## src/rtl/drain_pkg.sv

```systemverilog
// Shared types and sizing helpers for the result drain sequencer.
package drain_pkg;
    localparam int DEF_RESULT_BIT  = 8;
    localparam int DEF_WRITE_WIDTH = 128;
    localparam int BYTES_PER_WORD  = DEF_WRITE_WIDTH / DEF_RESULT_BIT;

    typedef enum logic [1:0] {
        IDLE  = 2'd0,
        LOAD  = 2'd1,
        DRAIN = 2'd2,
        FLUSH = 2'd3
    } drain_state_t;

    // Packed words produced per pixel; a partial trailing word still costs one write.
    function automatic int unsigned words_per_pixel(input int unsigned out_chan_size,
                                                    input int unsigned bytes_per_word = BYTES_PER_WORD);
        return (out_chan_size + bytes_per_word - 1) / bytes_per_word;
    endfunction
endpackage

```

## src/rtl/wb_addr_gen.sv

```systemverilog
// Output-BRAM write stage: registers packed words, counts writes and
// generates base-relative addresses that wrap with the address width.
module wb_addr_gen #(
    parameter int WRITE_WIDTH = 128,
    parameter int ADDR_BIT    = 12,
    parameter int CNT_BIT     = 32
) (
    input  logic                   clk,
    input  logic                   rst,
    input  logic                   clear,
    input  logic [ADDR_BIT-1:0]    base_addr,
    input  logic [CNT_BIT-1:0]     target,
    input  logic [WRITE_WIDTH-1:0] word,
    input  logic                   word_valid,
    output logic                   wr_en,
    output logic [ADDR_BIT-1:0]    wr_addr,
    output logic [WRITE_WIDTH-1:0] wr_data,
    output logic                   complete
);
    logic [CNT_BIT-1:0]     wr_cnt_reg, wr_cnt_next;
    logic                   wr_en_reg;
    logic [ADDR_BIT-1:0]    wr_addr_reg;
    logic [WRITE_WIDTH-1:0] wr_data_reg;

    always_comb begin
        wr_cnt_next = wr_cnt_reg;
        if (word_valid) wr_cnt_next = wr_cnt_reg + CNT_BIT'(1);
        if (clear)      wr_cnt_next = '0;
    end

    always_ff @(posedge clk) begin
        if (rst) begin
            wr_cnt_reg  <= '0;
            wr_en_reg   <= 1'b0;
            wr_addr_reg <= '0;
            wr_data_reg <= '0;
        end else begin
            wr_cnt_reg <= wr_cnt_next;
            wr_en_reg  <= word_valid;
            if (word_valid) begin
                wr_addr_reg <= base_addr + wr_cnt_reg[ADDR_BIT-1:0];
                wr_data_reg <= word;
            end
        end
    end

    assign wr_en    = wr_en_reg;
    assign wr_addr  = wr_addr_reg;
    assign wr_data  = wr_data_reg;
    assign complete = (wr_cnt_reg == target);
endmodule

```

## src/rtl/result_drain_ctrl.sv

```systemverilog
// Serializes PE-row result groups into the byte packer in channel order and
// turns packed words into addressed output-BRAM writes for one layer.
module result_drain_ctrl
    import drain_pkg::*;
#(
    parameter int RESULT_BIT  = DEF_RESULT_BIT,
    parameter int WRITE_WIDTH = DEF_WRITE_WIDTH,
    parameter int NUM_ROWS    = 16,
    parameter int MAX_CHAN    = 256,
    parameter int ADDR_BIT    = 12
) (
    input  logic                           clk,
    input  logic                           rst,
    input  logic                           start,
    input  logic [$clog2(MAX_CHAN)-1:0]    out_chan_size,
    input  logic [15:0]                    seq_len,
    input  logic [ADDR_BIT-1:0]            base_addr,
    input  logic                           grp_valid,
    input  logic [NUM_ROWS*RESULT_BIT-1:0] grp_data,
    output logic                           grp_ready,
    output logic [RESULT_BIT-1:0]          pack_data,
    output logic                           pack_valid,
    input  logic [WRITE_WIDTH-1:0]         pack_word,
    input  logic                           pack_word_valid,
    output logic                           wr_en,
    output logic [ADDR_BIT-1:0]            wr_addr,
    output logic [WRITE_WIDTH-1:0]         wr_data,
    output logic                           busy,
    output logic                           done
);
    localparam int CHAN_BIT = $clog2(MAX_CHAN);
    localparam int CNT_BIT  = CHAN_BIT + 1;
    localparam int SEL_BIT  = $clog2(NUM_ROWS);
    localparam int N_BIT    = SEL_BIT + 1;

    drain_state_t                   state_reg, state_next;
    logic [NUM_ROWS*RESULT_BIT-1:0] grp_reg, grp_next;
    logic [N_BIT-1:0]               n_reg, n_next;
    logic [SEL_BIT-1:0]             idx_reg, idx_next;
    logic [CNT_BIT-1:0]             chan_cnt_reg, chan_cnt_next;
    logic [CHAN_BIT-1:0]            ocs_reg, ocs_next;
    logic [15:0]                    pix_cnt_reg, pix_cnt_next, seq_reg, seq_next;
    logic [ADDR_BIT-1:0]            base_reg, base_next;
    logic [31:0]                    target_reg, target_next;
    logic                           done_reg, done_next, busy_reg, busy_next;
    logic                           wb_clear, wb_complete;
    logic [CNT_BIT-1:0]             remaining, chan_sum;
    logic [RESULT_BIT-1:0]          grp_bytes [NUM_ROWS];

    for (genvar gi = 0; gi < NUM_ROWS; gi++) begin : g_bytes
        assign grp_bytes[gi] = grp_reg[gi*RESULT_BIT +: RESULT_BIT];
    end

    assign remaining = {1'b0, ocs_reg} - chan_cnt_reg;
    assign chan_sum  = chan_cnt_reg + CNT_BIT'(n_reg);

    always_comb begin
        state_next    = state_reg;
        grp_next      = grp_reg;
        n_next        = n_reg;
        idx_next      = idx_reg;
        chan_cnt_next = chan_cnt_reg;
        pix_cnt_next  = pix_cnt_reg;
        ocs_next      = ocs_reg;
        seq_next      = seq_reg;
        base_next     = base_reg;
        target_next   = target_reg;
        done_next     = 1'b0;
        busy_next     = busy_reg;
        wb_clear      = 1'b0;
        grp_ready     = 1'b0;
        pack_valid    = 1'b0;
        pack_data     = '0;
        case (state_reg)
            IDLE: if (start) begin
                ocs_next      = out_chan_size;
                seq_next      = seq_len;
                base_next     = base_addr;
                target_next   = 32'(seq_len) * words_per_pixel(32'(out_chan_size), WRITE_WIDTH / RESULT_BIT);
                chan_cnt_next = '0;
                pix_cnt_next  = '0;
                wb_clear      = 1'b1;
                if (seq_len == 16'd0) begin
                    done_next = 1'b1;
                end else begin
                    state_next = LOAD;
                    busy_next  = 1'b1;
                end
            end
            LOAD: begin
                grp_ready = 1'b1;
                if (grp_valid) begin
                    grp_next   = grp_data;
                    n_next     = (remaining > CNT_BIT'(NUM_ROWS)) ? N_BIT'(NUM_ROWS) : N_BIT'(remaining);
                    idx_next   = '0;
                    state_next = DRAIN;
                end
            end
            DRAIN: begin
                pack_valid = 1'b1;
                pack_data  = grp_bytes[idx_reg];
                if ({1'b0, idx_reg} == n_reg - N_BIT'(1)) begin
                    // Trailing bytes of a partial group are simply never selected.
                    if (chan_sum == {1'b0, ocs_reg}) begin
                        chan_cnt_next = '0;
                        pix_cnt_next  = pix_cnt_reg + 16'd1;
                        state_next    = (pix_cnt_reg + 16'd1 == seq_reg) ? FLUSH : LOAD;
                    end else begin
                        chan_cnt_next = chan_sum;
                        state_next    = LOAD;
                    end
                end else begin
                    idx_next = idx_reg + SEL_BIT'(1);
                end
            end
            FLUSH: if (wb_complete) begin
                done_next  = 1'b1;
                busy_next  = 1'b0;
                state_next = IDLE;
            end
            default: state_next = IDLE;
        endcase
    end

    always_ff @(posedge clk) begin
        if (rst) begin
            state_reg    <= IDLE;
            grp_reg      <= '0;
            n_reg        <= '0;
            idx_reg      <= '0;
            chan_cnt_reg <= '0;
            pix_cnt_reg  <= '0;
            ocs_reg      <= '0;
            seq_reg      <= '0;
            base_reg     <= '0;
            target_reg   <= '0;
            done_reg     <= 1'b0;
            busy_reg     <= 1'b0;
        end else begin
            state_reg    <= state_next;
            grp_reg      <= grp_next;
            n_reg        <= n_next;
            idx_reg      <= idx_next;
            chan_cnt_reg <= chan_cnt_next;
            pix_cnt_reg  <= pix_cnt_next;
            ocs_reg      <= ocs_next;
            seq_reg      <= seq_next;
            base_reg     <= base_next;
            target_reg   <= target_next;
            done_reg     <= done_next;
            busy_reg     <= busy_next;
        end
    end

    assign done = done_reg;
    assign busy = busy_reg;

    wb_addr_gen #(
        .WRITE_WIDTH(WRITE_WIDTH),
        .ADDR_BIT   (ADDR_BIT),
        .CNT_BIT    (32)
    ) u_wb_addr_gen (
        .clk       (clk),
        .rst       (rst),
        .clear     (wb_clear),
        .base_addr (base_reg),
        .target    (target_reg),
        .word      (pack_word),
        .word_valid(pack_word_valid),
        .wr_en     (wr_en),
        .wr_addr   (wr_addr),
        .wr_data   (wr_data),
        .complete  (wb_complete)
    );
endmodule

```

## config.mk

```make
export PLATFORM = sky130hd
export DESIGN_NAME = result_drain_ctrl
export DESIGN_NICKNAME = d
export VERILOG_FILES = /design/src/rtl/drain_pkg.sv /design/src/rtl/wb_addr_gen.sv /design/src/rtl/result_drain_ctrl.sv
export SDC_FILE = /design/constraint.sdc
export NUM_CORES = 1
export LEC_CHECK = 0
export ABC_AREA = 1
export CELL_PAD_IN_SITES_DETAIL_PLACEMENT = 2
export CELL_PAD_IN_SITES_GLOBAL_PLACEMENT = 2
export CORE_MARGIN = 8
export CORE_UTILIZATION = 29
export CTS_BUF_LIST = sky130_fd_sc_hd__clkbuf_4 sky130_fd_sc_hd__clkbuf_8 sky130_fd_sc_hd__clkbuf_16
export DETAILED_ROUTE_END_ITERATION = 10
export HOLD_SLACK_MARGIN = 0.06
export PLACE_DENSITY_LB_ADDON = 0.1
export SLEW_MARGIN = 20
export SYNTH_ARGS = -nofsm -noshare
export SYNTH_HDL_FRONTEND = slang
export SYNTH_SLANG_ARGS = --single-unit
```

## constraint.sdc

```tcl
create_clock -name clk -period 6.7 [get_ports clk]
set_input_delay 1.34 -clock clk [delete_from_list [all_inputs] [get_ports clk]]
set_output_delay 1.34 -clock clk [all_outputs]
set_load 0.02 [all_outputs]
```

Yosys cells after proc, flatten, opt, wreduce, memory -nomap -nowiden
Index checks and enable logic that the tools add are counted.
Operators by class
  add/sub/neg operators: 9
  multiply operators: 1
  magnitude comparators: 2
  equal/unequal tests: 14
  muxes and demuxes: 36
  bitwise gates (word level): 1
  reductions and logical operators: 13
Operators with widths (count)
  $mux 16: 3
  $add 32x1->32 const B: 1
  $bmux 8 s4: 1
  $eq 32x32->1: 1
  $mul 16x28->32: 1
  $pmux 16 s2: 1
  $mux 9: 3
  $mux 8: 3
  $pmux 9 s2: 1
  $add 16x1->16 const B: 1
  $eq 16x16->1: 1
  $logic_not 16->1: 1
  $mux 2: 7
  $add 12x12->12: 1
  $ne 2x2->1 const B: 6
  $mux 1: 10
  $sub 9x1->10 const B: 1
  $add 8x5->9 const B: 1
  $add 9x5->9: 1
  $eq 9x8->1: 1
  $gt 9x5->1 const B: 1
  $sub 8x9->9: 1
  $mux 4: 2
  $pmux 2 s4: 1
  other kinds (18): 25
Storage, ports and cells
  register bits: 407
  logic and storage cells: 92

Longest topological paths before layout
  depth in word-level cells: 6
  gate-level depth with buffers: 33

Cells and area by module
From an unflattened synthesis, not the netlist that was laid out.
Unflattened totals
  cell total of the unflattened synthesis: 3138
  area, all modules: 22240.1 µm²
Modules (own cells, without submodules)
  result_drain_ctrl: times used 1, cells each 2068, area an instance 14525.2 µm², sequential area each 4524.3 µm²
  wb_addr_gen: times used 1, cells each 1070, area an instance 7714.9 µm², sequential area each 3463.3 µm²

Worst setup path after synthesis
Ideal clock, no wire load.
  kind: in2reg
  from: in out_chan_size[0]
  to: reg target_reg[15]
  data arrival time: 6.106 ns
  data required time: 6.642 ns
  slack: 0.536 ns
  stages on the path: 28
  path buffers: 1
  cell sequence: nor2_1 nand2_1 nand2_1 nor2_1 inv_1 nor2_1 nand2_1 nand2_1 clkbuf_1 nor2_1 fa_1 fa_1 ha_1 ha_1 inv_1 fa_1 fa_1 inv_1 ha_1 a21oi_1 o21ai_0 a21oi_1 inv_1 a21oi_1 a21oi_1 o21ai_0 o211ai_1 inv_1
Between the ends
  word-level cells in the longest chain between the ends: 3
RTL lines
  from (decl): RTL line result_drain_ctrl.sv:15  | input logic [$clog2(MAX_CHAN)-1:0] out_chan_size,
  $add 8x5->9: RTL line drain_pkg.sv:17  | return (out_chan_size + bytes_per_word - 1) / bytes_per_word;
  $sub 9x1->10: RTL line drain_pkg.sv:17
  $mul 16x28->32: RTL line result_drain_ctrl.sv:79  | target_next = 32'(seq_len) * words_per_pixel(32'(out_chan_size), WRITE_WIDTH / RESULT_BIT);
  to (signal assigned): RTL line result_drain_ctrl.sv:149  | target_reg <= target_next;
  to (decl): RTL line result_drain_ctrl.sv:44  | logic [31:0] target_reg, target_next;
Every way passes these cells.
A chain may end at the register's enable or synchronous reset.

Worst setup path in the final report
Ends and elaborated chain as after synthesis.

==> results.py <==
metrics = {
    "routing": {
        "postRouteAntennaNets": 0,
        "drt_first_pass_iters": 4,
        "wl_per_cell_um": 22.01,
        "wl_um": 97580,
        "drt_iter0_markers": 901,
        "remaining_drc_errors": 0,
        "vias": 22220,
        "vias_per_cell": 5.011,
    },
    "synth": {
        "avgSynthCellArea_um2": 7.159,
        "synthCells": 2985,
        "ys_seq_area_frac": 0.3738,
        "async_flop_share": 0,
        "synth_area_um2": 21370,
        "synth_flop_cell": "dfxtp_1",
        "synth_edf_count": 0,
        "synth-seq-cells": 399,
        "synth.area.top_cells": "dfxtp_1 (37%), nor2_1 (13%), o21ai_0 (9.1%)",
        "yosys.area.top_type": "dfxtp_1",
        "synth_top_area_frac": 0.3738,
        "yosysUniqueCellTypes": 48,
        "yosysWarnings": 0,
        "syn-num-nets": 3458,
    },
    "sta": {
        "finalSetupViolations": 0,
        "slew_headroom": 0.2989,
        "fin_setup_tns_ns": 0,
        "finalCriticalPeriod_ns": 6.449,
        "final-max-slew-violation-count": 0,
        "fmax_mhz": 155.1,
        "fin_crit_sh": 0.9626,
        "finalHoldViolCount": 0,
        "rsz0062_at_grt": "yes",
        "worst_slack_ns": 0.2509,
        "fin_worst_skew_ns": 0.03328,
        "worstMarginPinSlew_ns": 1.052,
    },
    "setup_path": {
        "critPathMaxStageDelay_ns": 0.53,
        "cp_data_arrival_time_ns": 6.97,
        "critPathMaxFanout": 7,
        "crit_type": "input pin to flip-flop",
        "endpoint_kind": "flip-flop",
        "cpMostUsedCell": "inv_1",
        "cp_slowest_cell": "fa_1",
        "crit_required_ns": 7.22,
        "start_kind": "input pin",
    },
    "clock_network": {
        "htreeDepth": 2,
        "cts_sinks": 399,
        "path_clk_slew_ns": 0.06,
        "cts_tree": "built",
        "cts_buffers": 50,
        "clk_latency_ns": 0.61,
        "clockBufferDepth": 3,
        "cts_root_buf": "clkbuf_16",
    },
    "power_and_ir_drop": {
        "power_density_nw_per_um2": 312.9,
        "p_sw_frac": 0.3669,
        "leakagePower_nw": 12.48,
        "ir_drop_uv": 199.1,
        "clkPwrFrac": 0.322,
        "p_int_mw": 5.761,
        "seqPwrFrac": 0.326,
        "comb_power_share": 0.351,
        "p_switching_mw": 3.338,
        "p_total_mw": 9.099,
    },
    "placement": {
        "gp_congestion": 0.8483,
        "numPortBuffers": 449,
        "dpl.hpwl_um": 74220,
        "pre_cts_ws_ns": -0.4897,
    },
    "grt": {
        "grt_pass1_wl_um": 147800,
        "grt_pass1_vias": 24740,
        "grtUsageTotal": 0.2253,
        "grt_overflow_total": 0,
        "antenna_found_initial": 9,
        "grt_max_degree": 173,
    },
    "die": {
        "io_pins": 450,
        "dieArea_um2": 82630,
        "die_x_um": 287.5,
        "core_area_um2": 72960,
        "die_h_um": 287.5,
        "rows": 99,
        "start_util": 0.2929,
    },
    "layout": {
        "areaGrowthSynthToFinish_pct": 36.06,
        "fin_util": 0.3985,
        "final_cell_mix": "nor2_1 (740), clkdlybuf4s50_1 (447), dfxtp_1 (398)",
        "final_layout_size_suffix_gt1_frac": 0.06894,
        "fin_nets": 3900,
        "final_common_cell": "nor2_1",
    },
    "job": {
        "max-cap-violations": 0,
    },
    "status": {
        "status": "finished, final reports clean",
    },
    "min_path": {
        "hold_path_class": "flip-flop to flip-flop",
    },
}
==> layer usage <==
metal / share of wire / vias to the layer above / wire length, µm / global-route usage
li1: - / 10610 / - / -
met1: 0.43 / 11090 / 41970 / 0.2739
met2: 0.50 / 406 / 48780 / 0.4044
met3: 0.049 / 109 / 4788 / 0.04604
met4: 0.021 / 0 / 2038 / 0.05194
met5: 0 / - / 0 / 0
==> final cells by class <==
class | count | area [µm²]
tap | 959 | 1200
inverter | 294 | 1117
fill | 8412 | 43880
sequential | 399 | 7989
clock buffer | 67 | 1453
timing repair buffer | 542 | 5197
antenna | 8 | 20.02
multi-input combinational | 2140 | 11770
clock inverter | 25 | 330.3
==> logic make-up (layout without fill, tap and decap cells) <==
kind of cell,after synthesis,count (layout),synth area share
DFF,399,399,0.3738
and+or+nand+nor,1289,1289,0.2446
other,0,8,0
adders and majority gates,176,176,0.1185
AOI/OAI and AO/OA,616,616,0.1581
xor gates and xnor gates,59,59,0.02488
buffers and inverters,446,928,0.08015
==> power groups by stage <==
stage / clock, mW / combinational [mW] / sequential (mW)
floorplan: 0 / 1.77 / 3.01
global placement: 0 / 3.06 / 3.00
detailed placement: 0 / 3.16 / 3.02
CTS: 3.03 / 3.20 / 2.97
global route: 3.11 / 3.56 / 3.01
finish: 2.93 / 3.20 / 2.97
==> synthesized netlist by cell type (all sizes together) (2+ instances only) <==
cell	count
nand3b	2
nand3	121
nor4	5
a21o	4
o21ai	392
o31ai	2
and2	2
or2	5
o22ai	28
a21oi	114
buf	13
o211ai	19
inv	290
o221ai	23
ha	132
a221oi	2
xnor2	24
fa	44
nand4	41
xor2	34
a211oi	5
nor2	750
nor3	28
clkinv	4
o21bai	5
nor3b	4
clkbuf	139
nand2	331
a31oi	4
a22o	15
dfxtp	399
==> worst paths after layout <==
check | start | to | slack [ns] | depth (start not counted)
min | u_wb_addr_gen.wr_cnt_reg[31] | u_wb_addr_gen.wr_cnt_reg[31] | 0.46 | 2
min reg2reg | u_wb_addr_gen.wr_cnt_reg[31] | u_wb_addr_gen.wr_cnt_reg[31] | 0.46 | 2
max | out_chan_size[0] | target_reg[15] | 0.25 | 30
max reg2reg | state_reg[0] | u_wb_addr_gen.wr_cnt_reg[8] | 3.35 | 8
==> metrics by stage <==
stage               hold slack, ns  area, µm²  cells
floorplan                   0.4390      21370   2985
global placement            0.4483      27170   4333
detailed placement          0.4617      27170   4333
CTS                         0.4691      28960   4425
global route                0.4988      29070   4430
finish                      0.4641      29080   4434
==> worst max-delay path, delay by kind of cell <==
| family | cells | cell delay (ns) |
|---|---|---|
| buffers and inverters | 9 | 1.19 |
| and+or+nand+nor | 7 | 0.63 |
| AOI/OAI and AO/OA | 7 | 1.23 |
| adders and majority gates | 7 | 2.54 |
==> what timing repair did <==
| item | CTS | global route |
|---|---|---|
| hold buffers | 0 | 0 |
| endpoints found under the hold margin | 0 | 0 |
| buffers inserted | 0 | 1 |
| setup endpoints to repair | 0 | 14 |
| gates resized for setup | 0 | 28 |
No activity file was read; power rests on OpenSTA's default activity.
